$ cat src/rtl/ram_loader_pkg.sv
// ram_loader_pkg: shared definitions for the program-RAM loader.
//   ADDR_W_DEF / DATA_W_DEF / DEPTH_DEF : default geometry of the 16x8 RAM
//   state_e                             : loader FSM states
package ram_loader_pkg;

  localparam int ADDR_W_DEF = 4;
  localparam int DATA_W_DEF = 8;
  localparam int DEPTH_DEF  = 16;

  typedef enum logic [2:0] {
    IDLE  = 3'd0,
    LOAD  = 3'd1,
    FILL  = 3'd2,
    CKSUM = 3'd3,
    DONE  = 3'd4
  } state_e;

endpackage

$ cat src/rtl/ram_loader_if.sv
// ram_loader_if: valid/ready byte stream carrying a program image.
//   s_valid  source -> loader  byte valid
//   s_ready  loader -> source  byte accepted this cycle
//   s_data   source -> loader  stream byte
//   s_last   source -> loader  final byte of the image
//   modport master : stream source
//   modport slave  : loader side
interface ram_loader_if
  import ram_loader_pkg::*;
#(
  parameter int DATA_W = DATA_W_DEF
) ();

  logic              s_valid;
  logic              s_ready;
  logic [DATA_W-1:0] s_data;
  logic              s_last;

  modport master (output s_valid, output s_data, output s_last, input s_ready);
  modport slave  (input s_valid, input s_data, input s_last, output s_ready);

endinterface

$ cat src/rtl/ram_loader.sv
// ram_loader: writer side of the program RAM. Takes a byte stream, writes it
// to addresses 0..DEPTH-1 (zero-filling after an early s_last) and holds the
// uC in clear until the image is complete.
// Ports:
//   clk        rising-edge clock
//   clr        asynchronous active-low reset
//   start      1-cycle pulse, begins a load from IDLE or DONE
//   s          ram_loader_if.slave byte stream (s_valid/s_ready/s_data/s_last)
//   prog_we    RAM write strobe, one cycle per word
//   prog_addr  RAM write address
//   prog_data  RAM write data
//   cpu_hold   1 = uC held in clear, RAM owned by loader
//   done       image loaded, uC released
//   err        checksum mismatch, sticky until next start
// Build option: define LOADER_CHECKSUM_EN to require one extra checksum byte
// (sum of the 16 stored words mod 256) after the image; otherwise err is 0.
module ram_loader
  import ram_loader_pkg::*;
#(
  parameter int ADDR_W = ADDR_W_DEF,
  parameter int DATA_W = DATA_W_DEF,
  parameter int DEPTH  = DEPTH_DEF
) (
  input  logic              clk,
  input  logic              clr,
  input  logic              start,
  ram_loader_if.slave       s,
  output logic              prog_we,
  output logic [ADDR_W-1:0] prog_addr,
  output logic [DATA_W-1:0] prog_data,
  output logic              cpu_hold,
  output logic              done,
  output logic              err
);

  localparam logic [ADDR_W:0] LAST_IDX = (ADDR_W+1)'(DEPTH - 1);

`ifdef LOADER_CHECKSUM_EN
  localparam state_e IMG_END = CKSUM;
`else
  localparam state_e IMG_END = DONE;
`endif

  state_e            state_q, state_d;
  logic [ADDR_W:0]   count_q, count_d;
  logic              s_ready_q, s_ready_d;
  logic              prog_we_q, prog_we_d;
  logic [ADDR_W-1:0] prog_addr_q, prog_addr_d;
  logic [DATA_W-1:0] prog_data_q, prog_data_d;
  logic              cpu_hold_q, cpu_hold_d;
  logic              done_q, done_d;
  logic              beat;
  logic              last_word;
  logic              load_start;
`ifdef LOADER_CHECKSUM_EN
  logic [DATA_W-1:0] sum_q, sum_d;
  logic              err_q, err_d;
  logic              cksum_bad;
`endif

  assign beat      = s.s_valid && s_ready_q;
  assign last_word = (count_q == LAST_IDX);

  always_comb begin
    state_d     = state_q;
    count_d     = count_q;
    prog_we_d   = 1'b0;
    prog_addr_d = prog_addr_q;
    prog_data_d = prog_data_q;
    cpu_hold_d  = 1'b1;
    done_d      = 1'b0;
    load_start  = 1'b0;
`ifdef LOADER_CHECKSUM_EN
    cksum_bad   = 1'b0;
`endif
    case (state_q)
      IDLE: begin
        if (start) begin
          state_d    = LOAD;
          count_d    = '0;
          load_start = 1'b1;
        end
      end
      LOAD: begin
        if (beat) begin
          prog_we_d   = 1'b1;
          prog_addr_d = count_q[ADDR_W-1:0];
          prog_data_d = s.s_data;
          count_d     = count_q + 1'b1;
          // The final slot ends the image whatever s_last says.
          if (last_word)     state_d = IMG_END;
          else if (s.s_last) state_d = FILL;
        end
      end
      FILL: begin
        prog_we_d   = 1'b1;
        prog_addr_d = count_q[ADDR_W-1:0];
        prog_data_d = '0;
        count_d     = count_q + 1'b1;
        if (last_word) state_d = IMG_END;
      end
`ifdef LOADER_CHECKSUM_EN
      CKSUM: begin
        if (beat) begin
          if (s.s_data == sum_q) begin
            state_d = DONE;
          end else begin
            state_d   = IDLE;
            cksum_bad = 1'b1;
          end
        end
      end
`endif
      DONE: begin
        if (start) begin
          state_d    = LOAD;
          count_d    = '0;
          load_start = 1'b1;
        end else begin
          cpu_hold_d = 1'b0;
          done_d     = 1'b1;
        end
      end
      default: state_d = IDLE;
    endcase
    // Registered ready follows the state being entered, so it is high
    // exactly while the FSM sits in a byte-accepting state.
    s_ready_d = (state_d == LOAD) || (state_d == CKSUM);
  end

  always_ff @(posedge clk or negedge clr) begin
    if (!clr) begin
      state_q     <= IDLE;
      count_q     <= '0;
      s_ready_q   <= 1'b0;
      prog_we_q   <= 1'b0;
      prog_addr_q <= '0;
      prog_data_q <= '0;
      cpu_hold_q  <= 1'b1;
      done_q      <= 1'b0;
    end else begin
      state_q     <= state_d;
      count_q     <= count_d;
      s_ready_q   <= s_ready_d;
      prog_we_q   <= prog_we_d;
      prog_addr_q <= prog_addr_d;
      prog_data_q <= prog_data_d;
      cpu_hold_q  <= cpu_hold_d;
      done_q      <= done_d;
    end
  end

`ifdef LOADER_CHECKSUM_EN
  // Fill zeros add nothing, so only stream beats in LOAD touch the sum.
  always_comb begin
    sum_d = sum_q;
    err_d = err_q;
    if (load_start) begin
      sum_d = '0;
      err_d = 1'b0;
    end else if (state_q == LOAD && beat) begin
      sum_d = sum_q + s.s_data;
    end
    if (cksum_bad) err_d = 1'b1;
  end

  always_ff @(posedge clk or negedge clr) begin
    if (!clr) begin
      sum_q <= '0;
      err_q <= 1'b0;
    end else begin
      sum_q <= sum_d;
      err_q <= err_d;
    end
  end

  assign err = err_q;
`else
  assign err = 1'b0;
`endif

  assign s.s_ready = s_ready_q;
  assign prog_we   = prog_we_q;
  assign prog_addr = prog_addr_q;
  assign prog_data = prog_data_q;
  assign cpu_hold  = cpu_hold_q;
  assign done      = done_q;

endmodule

$ cat src/flat_wrapper.sv
// flat-port wrapper written by rule: the top's interface ports become plain ports
module ram_loader_flat import ram_loader_pkg::*;
#(
  parameter int ADDR_W = ADDR_W_DEF,
  parameter int DATA_W = DATA_W_DEF,
  parameter int DEPTH  = DEPTH_DEF
)
  (clk, clr, start, prog_we, prog_addr, prog_data, cpu_hold, done, err, s_s_valid, s_s_data, s_s_last, s_s_ready);
  ram_loader_if #(.DATA_W(DATA_W)) s_i ();
  input  logic clk;
  input  logic clr;
  input  logic start;
  output logic prog_we;
  output logic [ADDR_W-1:0] prog_addr;
  output logic [DATA_W-1:0] prog_data;
  output logic cpu_hold;
  output logic done;
  output logic err;
  input wire logic [$bits(s_i.s_valid)-1:0] s_s_valid;
  input wire logic [$bits(s_i.s_data)-1:0] s_s_data;
  input wire logic [$bits(s_i.s_last)-1:0] s_s_last;
  output wire logic [$bits(s_i.s_ready)-1:0] s_s_ready;
  assign s_i.s_valid = s_s_valid;
  assign s_i.s_data = s_s_data;
  assign s_i.s_last = s_s_last;
  assign s_s_ready = s_i.s_ready;
  ram_loader #(.ADDR_W(ADDR_W), .DATA_W(DATA_W), .DEPTH(DEPTH)) u_core (.clk(clk), .clr(clr), .start(start), .s(s_i), .prog_we(prog_we), .prog_addr(prog_addr), .prog_data(prog_data), .cpu_hold(cpu_hold), .done(done), .err(err));
endmodule
$ cat config.mk
export PLATFORM = sky130hd
export DESIGN_NAME = ram_loader_flat
export DESIGN_NICKNAME = d
export VERILOG_FILES = /design/src/rtl/ram_loader_pkg.sv /design/src/rtl/ram_loader_if.sv /design/src/rtl/ram_loader.sv /design/src/flat_wrapper.sv
export SDC_FILE = /design/constraint.sdc
export NUM_CORES = 1
export LEC_CHECK = 0
export ABC_AREA = 0
export BUFFER_PORTS_ARGS = -buffer_cell sky130_fd_sc_hd__buf_4
export CAP_MARGIN = 20
export CORE_ASPECT_RATIO = 0.7
export CORE_MARGIN = 2
export CORE_UTILIZATION = 27
export DETAILED_ROUTE_END_ITERATION = 8
export PLACE_DENSITY = 0.49
export SLEW_MARGIN = 25
export SYNTH_ARGS = -nofsm -noshare
export SYNTH_HDL_FRONTEND = slang
export SYNTH_SLANG_ARGS = --single-unit
$ cat constraint.sdc
create_clock -name clk -period 5.7 [get_ports clk]
set_clock_uncertainty 0.2 [all_clocks]
set_input_delay 1.71 -clock clk [delete_from_list [all_inputs] [get_ports clk]]
set_output_delay 1.71 -clock clk [all_outputs]
set_load 0.03 [all_outputs]
==> results of run 1 <==
## registers in the layout, indices dropped and copies added (netlist names)
| register | flops |
|---|---|
| u_core.prog_data | 8 |
| u_core.done | 1 |
| u_core.s.s_ready | 1 |
| u_core.prog_addr | 4 |
| u_core.count_q | 5 |
| u_core.cpu_hold | 1 |
| u_core.state_q | 3 |
| u_core.prog_we | 1 |
## cell usage in the layout (no fill, tap or decap)
master and count:
o211a_1 1, o211ai_1 1, or3_1 1, o22a_1 1, mux2_4 1, o21ai_0 1, o2111ai_1 1, inv_1 3
and3_1 1, a22o_1 2, a21oi_1 2, nor2_1 10, nor3b_1 1, mux2_2 2, and2b_1 1, clkbuf_8 3
a21oi_4 1, nor2_4 1, or2_2 1, nor2b_1 1, nand2_1 6, nand3b_1 2, nand4b_4 1, o21ai_1 4
nand2b_1 5, mux2_1 4, conb_1 1, mux2i_1 6, ha_1 3, buf_4 28, clkbuf_1 1, dfrtp_1 23
dfstp_2 1
## worst register-to-register path, stage by stage (launching register included)
cell      delay, ns
dfrtp_1        0.42
ha_1           0.22
and3_1         0.20
ha_1           0.23
o211ai_1       0.18
nand3b_1       0.09
a21oi_1        0.22
o211a_1        0.17
## cell type report
class,count,area [sq um]
sequential,24,601.8
clock buffer,4,45.04
inverter,3,11.26
fill,406,2544
timing repair buffer,28,210.2
multi-input combinational,62,469.2
tap,52,65.06
## worst max path at each step
stage	from	end	slack, ns	cells past startpoint
2_1_floorplan	s_s_valid	u_core.count_q[3]$_DFFE_PN0P_	2.91	4
3_5_place_dp	s_s_valid	u_core.count_q[3]$_DFFE_PN0P_	2.49	5
5_1_grt	s_s_valid	u_core.count_q[3]$_DFFE_PN0P_	2.70	5
3_3_place_gp	s_s_valid	u_core.count_q[3]$_DFFE_PN0P_	2.54	5
6_report	s_s_valid	u_core.count_q[3]$_DFFE_PN0P_	2.80	5
4_1_cts	s_s_valid	u_core.count_q[3]$_DFFE_PN0P_	2.79	5
## where the power goes
part | switching, mW | internal [mW]
combinational | 0.170 | 0.123
sequential | 0.0477 | 0.225
clock | 0.0534 | 0.0499
total | 0.271 | 0.397
## per-layer routing
layer | track usage | vias up | share of wire
met5 | 0 | - | 0
met4 | 0.01453 | 0 | 0.0059
met3 | 0.03583 | 2 | 0.073
met2 | 0.1536 | 30 | 0.44
met1 | 0.1438 | 367 | 0.48
li1 | - | 373 | -
## kinds of logic after synthesis
kind of cell,count (synthesis)
multiplexers,13
adder cells (fa/ha/maj),3
other,1
AO/OA/AOI/OAI,14
flip-flops,24
AND/OR/NAND/NOR,31
buffers and inverters,7
## per-stage QoR
| stage | hold WS, ns | util | cell area [sq um] | instances |
|---|---|---|---|---|
| 3_3_place_gp | 0.2734 | 0.3440 | 1358 | 169 |
| 4_1_cts | 0.3113 | 0.3554 | 1403 | 173 |
| 3_5_place_dp | 0.2781 | 0.3440 | 1358 | 169 |
| 2_1_floorplan | 0.2660 | - | 1112 | 93 |
| 5_1_grt | 0.3278 | 0.3554 | 1403 | 173 |
| 6_report | 0.3028 | 0.3554 | 1403 | 173 |
==> impl_metrics.env, run 1 <==
export IMPL_status="finished clean"
export IMPL_critPathArrivalTime_ns=2.85
export IMPL_grtUsageTotal=0.1012
export IMPL_synth_common_cells="23 x dfrtp_1, 10 x nor2_1, 6 x mux2i_1, 6 x nand2_1, 5 x nand2b_1"
export IMPL_async_flop_share=1.000
export IMPL_finalWirelength_mm=2.210
export IMPL_drive_gt1_frac=0.3223
export IMPL_dp_worst_setup_slack_ns=2.489
export IMPL_r2r_end="u_core.s.s_ready$_DFF_PN0_"
export IMPL_cts_root_buf="clkbuf_8"
export IMPL_n_antenna_cell=0
export IMPL_ys_flop_type="dfrtp_1"
export IMPL_seq_area_frac_synth=0.5411
export IMPL_routed_via_count=772
export IMPL_area_growth_pct=26.10
export IMPL_p_per_area_nw_per_um2=476.9
export IMPL_first_iter_violations=23
export IMPL_synth_cells=93
export IMPL_hold_end="u_core.prog_addr[2]$_DFFE_PN0P_"
export IMPL_synthSimpleGateAreaFrac=0.1631
export IMPL_synth_area_per_cell_sq_um=11.96
export IMPL_total_power_mw=0.6688
export IMPL_worstPathCellList="buf_4 -> nand4b_4 -> nor2_4 -> o2111ai_1 -> mux2_4"
export IMPL_synth_nets=109
export IMPL_synth_top_family_by_area="simple AND/OR/NAND/NOR gates"
export IMPL_critical_path_peak_fanout=15
export IMPL_yosysWarnings=0
export IMPL_criticalPathCategory="input port to flop"
export IMPL_hp_start="u_core.prog_addr[2]$_DFFE_PN0P_"
export IMPL_die_w_um=80.72
export IMPL_antenna_found_initial=0
export IMPL_crit_slowest_cell="nor2_4"
export IMPL_synthTopCellsByArea="dfrtp_1 52%, mux2i_1 5.4%, mux2_1 4.0%"
export IMPL_drc=0
export IMPL_cpPeakStageDelay_ns=0.36
export IMPL_grt_pass1_vias=786
export IMPL_grt_max_degree=25
export IMPL_r2r_setup_slack_ns=3.71
export IMPL_cts_buffers=3
export IMPL_synth_xor_area_frac=0
export IMPL_dp_hpwl_mm=1.650
export IMPL_synth_edf_count=0
export IMPL_first_pass_iters=4
export IMPL_viasPerCell=4.462
export IMPL_synth_cell_types=31
export IMPL_max_vdd_ir_drop_v=0.0001750
export IMPL_cp_end_kind="flop"
export IMPL_crit_buf_inv=1
export IMPL_cts_tree="built"
export IMPL_holdPathStages=1
export IMPL_die_height_um=57.70
export IMPL_synth_top_cell_area_share=0.5174
export IMPL_startpoint_type="input port"
export IMPL_synthAdderAreaFrac=0.03375
export IMPL_final_antenna_net_count=0
export IMPL_grt_setup_unrepaired="false"
export IMPL_fin_crit_ns=2.902
export IMPL_muxShareOfSynthArea=0.1282
export IMPL_drv_slew=0
export IMPL_postCtsSetupRepairBufs=0
export IMPL_die_area_sq_um=4657
export IMPL_synth_compound_area_frac=0.09336
export IMPL_clock_latency_ns=0.26
export IMPL_post_drt_wl_per_cell_um=12.77
export IMPL_cts_max_level=1
export IMPL_finalCritPeriodShare=0.5090
export IMPL_port_buffers=28
export IMPL_max_freq_mhz=344.6
export IMPL_ys_ff_latch=24
export IMPL_yosysTopAreaCell="dfrtp_1"
export IMPL_grt_pass1_wl_mm=3.677
export IMPL_synth_most_common_cell="dfrtp_1"
export IMPL_critPathRequiredTime_ns=5.65
export IMPL_nets=138
export IMPL_overflow=0
export IMPL_core_sq_um=3946
export IMPL_setup_slack_ns=2.798
export IMPL_clk_pin_slew_ns=0.08
export IMPL_start_util=0.2819
export IMPL_r2r_cells=7
export IMPL_syn_area_sq_um=1112
export IMPL_post_cts_resized=0
export IMPL_path_delay_family="simple AND/OR/NAND/NOR gates"
export IMPL_setup_viol=0
export IMPL_tns_ns=0
export IMPL_gp_congestion=0.7535
export IMPL_cts_hold_buf=0
export IMPL_row_count=19
export IMPL_cts_buffer_depth=2
export IMPL_r2r_start="u_core.count_q[0]$_DFFE_PN0P_"
export IMPL_cts_sinks=24
export IMPL_maxCapViolCount=0
export IMPL_io_pin_count=30
export IMPL_p_leak_nw=0.6897
export IMPL_hp_class="flop to flop"
export IMPL_hold_violations=0
(Power assumes the default switching activity.)
==> run 2: changes to the inputs <==
--- a/config.mk
+++ b/config.mk
@@ -12,7 +12,7 @@
 export CORE_MARGIN = 2
 export CORE_UTILIZATION = 27
 export DETAILED_ROUTE_END_ITERATION = 8
-export PLACE_DENSITY = 0.49
+export PLACE_DENSITY = 0.5
 export SLEW_MARGIN = 25
 export SYNTH_ARGS = -nofsm -noshare
 export SYNTH_HDL_FRONTEND = slang
==> constraint.sdc (replaced) <==
create_clock -name clk -period 2.6 [get_ports clk]
set_clock_uncertainty 0.2 [all_clocks]
set_input_delay 0.78 -clock clk [delete_from_list [all_inputs] [get_ports clk]]
set_output_delay 0.78 -clock clk [all_outputs]
set_load 0.03 [all_outputs]
==> impl_metrics.env, run 2 (synthesized netlist as in run 1, its figures left out) <==
export IMPL_p_leak_nw=0.7010
export IMPL_crit_buf_inv=0
export IMPL_cts_hold_buf=0
export IMPL_n_antenna_cell=0
export IMPL_grt_max_degree=25
export IMPL_overflow=0
export IMPL_r2r_start="u_core.count_q[0]$_DFFE_PN0P_"
export IMPL_cts_sinks=24
export IMPL_final_antenna_net_count=0
export IMPL_first_pass_iters=4
export IMPL_cts_buffer_depth=2
export IMPL_cp_startpoint="u_core.count_q[0]$_DFFE_PN0P_"
export IMPL_drv_slew=0
export IMPL_largest_reg_flops=8
export IMPL_post_drt_wl_per_cell_um=11.95
export IMPL_cts_max_level=1
export IMPL_worst_path_most_repeated_cell="ha_1"
export IMPL_critPathRequiredTime_ns=2.61
export IMPL_path_delay_family="compound AO/OA/AOI/OAI gates"
export IMPL_crit_slowest_cell="dfrtp_1"
export IMPL_post_cts_resized=0
export IMPL_clock_latency_ns=0.27
export IMPL_die_w_um=80.72
export IMPL_first_iter_violations=43
export IMPL_cp_end_kind="flop"
export IMPL_postCtsSetupRepairBufs=0
export IMPL_r2r_setup_slack_ns=0.68
export IMPL_drc=0
export IMPL_setup_viol=0
export IMPL_finalWirelength_mm=2.079
export IMPL_die_area_sq_um=4657
export IMPL_grt_pass1_wl_mm=3.463
export IMPL_cts_buffers=3
export IMPL_clk_pin_slew_ns=0.09
export IMPL_row_count=19
export IMPL_max_freq_mhz=520.3
export IMPL_nets=139
export IMPL_hp_class="input port to asynchronous set/reset pin"
export IMPL_cpPeakStageDelay_ns=0.41
export IMPL_criticalPathCategory="flop to flop"
export IMPL_cts_root_buf="clkbuf_8"
export IMPL_worstPathCellList="ha_1 -> and3_1 -> ha_1 -> o211ai_1 -> nand3b_1 -> a21oi_1 -> o211a_1"
export IMPL_antenna_found_initial=0
export IMPL_die_height_um=57.70
export IMPL_routed_via_count=752
export IMPL_cts_tree="built"
export IMPL_holdWs_ns=0.1959
export IMPL_io_pin_count=30
export IMPL_port_buffers=28
export IMPL_finalCritPeriodShare=0.7392
export IMPL_start_util=0.2819
export IMPL_grt_pass1_vias=712
export IMPL_critPathArrivalTime_ns=1.93
export IMPL_area_growth_pct=27.67
export IMPL_critical_path_peak_fanout=4
export IMPL_tns_ns=0
export IMPL_final_util=0.3599
export IMPL_grtUsageTotal=0.09896
export IMPL_final_cell_mix="29 x buf_4, 23 x dfrtp_1, 10 x nor2_1"
export IMPL_hold_violations=0
export IMPL_layout_commonest_cell="buf_4"
export IMPL_maxCapViolCount=0
export IMPL_fin_crit_ns=1.922
export IMPL_gp_congestion=0.7517
export IMPL_startpoint_type="flop"
export IMPL_core_sq_um=3946
export IMPL_drive_gt1_frac=0.3361
export IMPL_max_vdd_ir_drop_v=0.0004815
export IMPL_viasPerCell=4.322
export IMPL_status="finished clean"
export IMPL_dp_hpwl_mm=1.560
export IMPL_grt_setup_unrepaired="false"
export IMPL_p_per_area_nw_per_um2=1048
==> run 2: cell count changes in the layout (fill, tap and decap cells not counted) <==
cell      delta
clkbuf_1     -1
buf_4        +1
clkbuf_8     +1
==> run 2: metal layers <==
layer | GRT usage | up-vias | part of all wire | routed length, um
met2 | 0.1464 | 22 | 0.44 | 913
met1 | 0.1362 | 355 | 0.49 | 1011
met4 | 0.02906 | 0 | 0.011 | 22
li1 | - | 373 | - | -
met5 | 0 | - | 0 | 0
met3 | 0.03738 | 2 | 0.063 | 131
==> run 2: final cells by class <==
type	count	area, sq um
clock buffers	4	55.05
fillers	403	2526
inverters	3	11.26
multi-input cells	62	469.2
flip-flops and latches	24	601.8
well taps	52	65.06
repair buffers	29	217.7
==> run 2: path summary, 6_finish.rpt <==
check	to	depth (start not counted)
setup / recovery	u_core.s.s_ready$_DFF_PN0_	7
hold / removal	u_core.done$_DFF_PN0_	1
setup reg to reg	u_core.s.s_ready$_DFF_PN0_	7
hold reg to reg	u_core.prog_addr[2]$_DFFE_PN0P_	1
max in group asynchronous	u_core.cpu_hold$_DFF_PN1_	1
min in group clk	u_core.prog_addr[2]$_DFFE_PN0P_	1
==> run 2: metrics by stage <==
| stage | power (mW) | setup WS, ns | area, sq um | std cells |
|---|---|---|---|---|
| 6_report | 1.488 | 0.6781 | 1420 | 174 |
| 3_5_place_dp | 1.259 | 0.5484 | 1365 | 170 |
| 4_1_cts | 1.517 | 0.6680 | 1420 | 174 |
| 5_1_grt | 1.601 | 0.5027 | 1420 | 174 |
| 2_1_floorplan | 1.039 | 0.7381 | 1112 | 93 |
| 3_3_place_gp | 1.246 | 0.5910 | 1365 | 170 |
==> run 2: report_power, final <==
part           total [mW]  leakage, nW  switching, mW  internal, mW
clock               0.249       0.0288          0.114         0.135
combinational       0.643        0.362          0.369         0.274
sequential          0.597        0.310          0.103         0.493
total                1.49        0.701          0.586         0.902
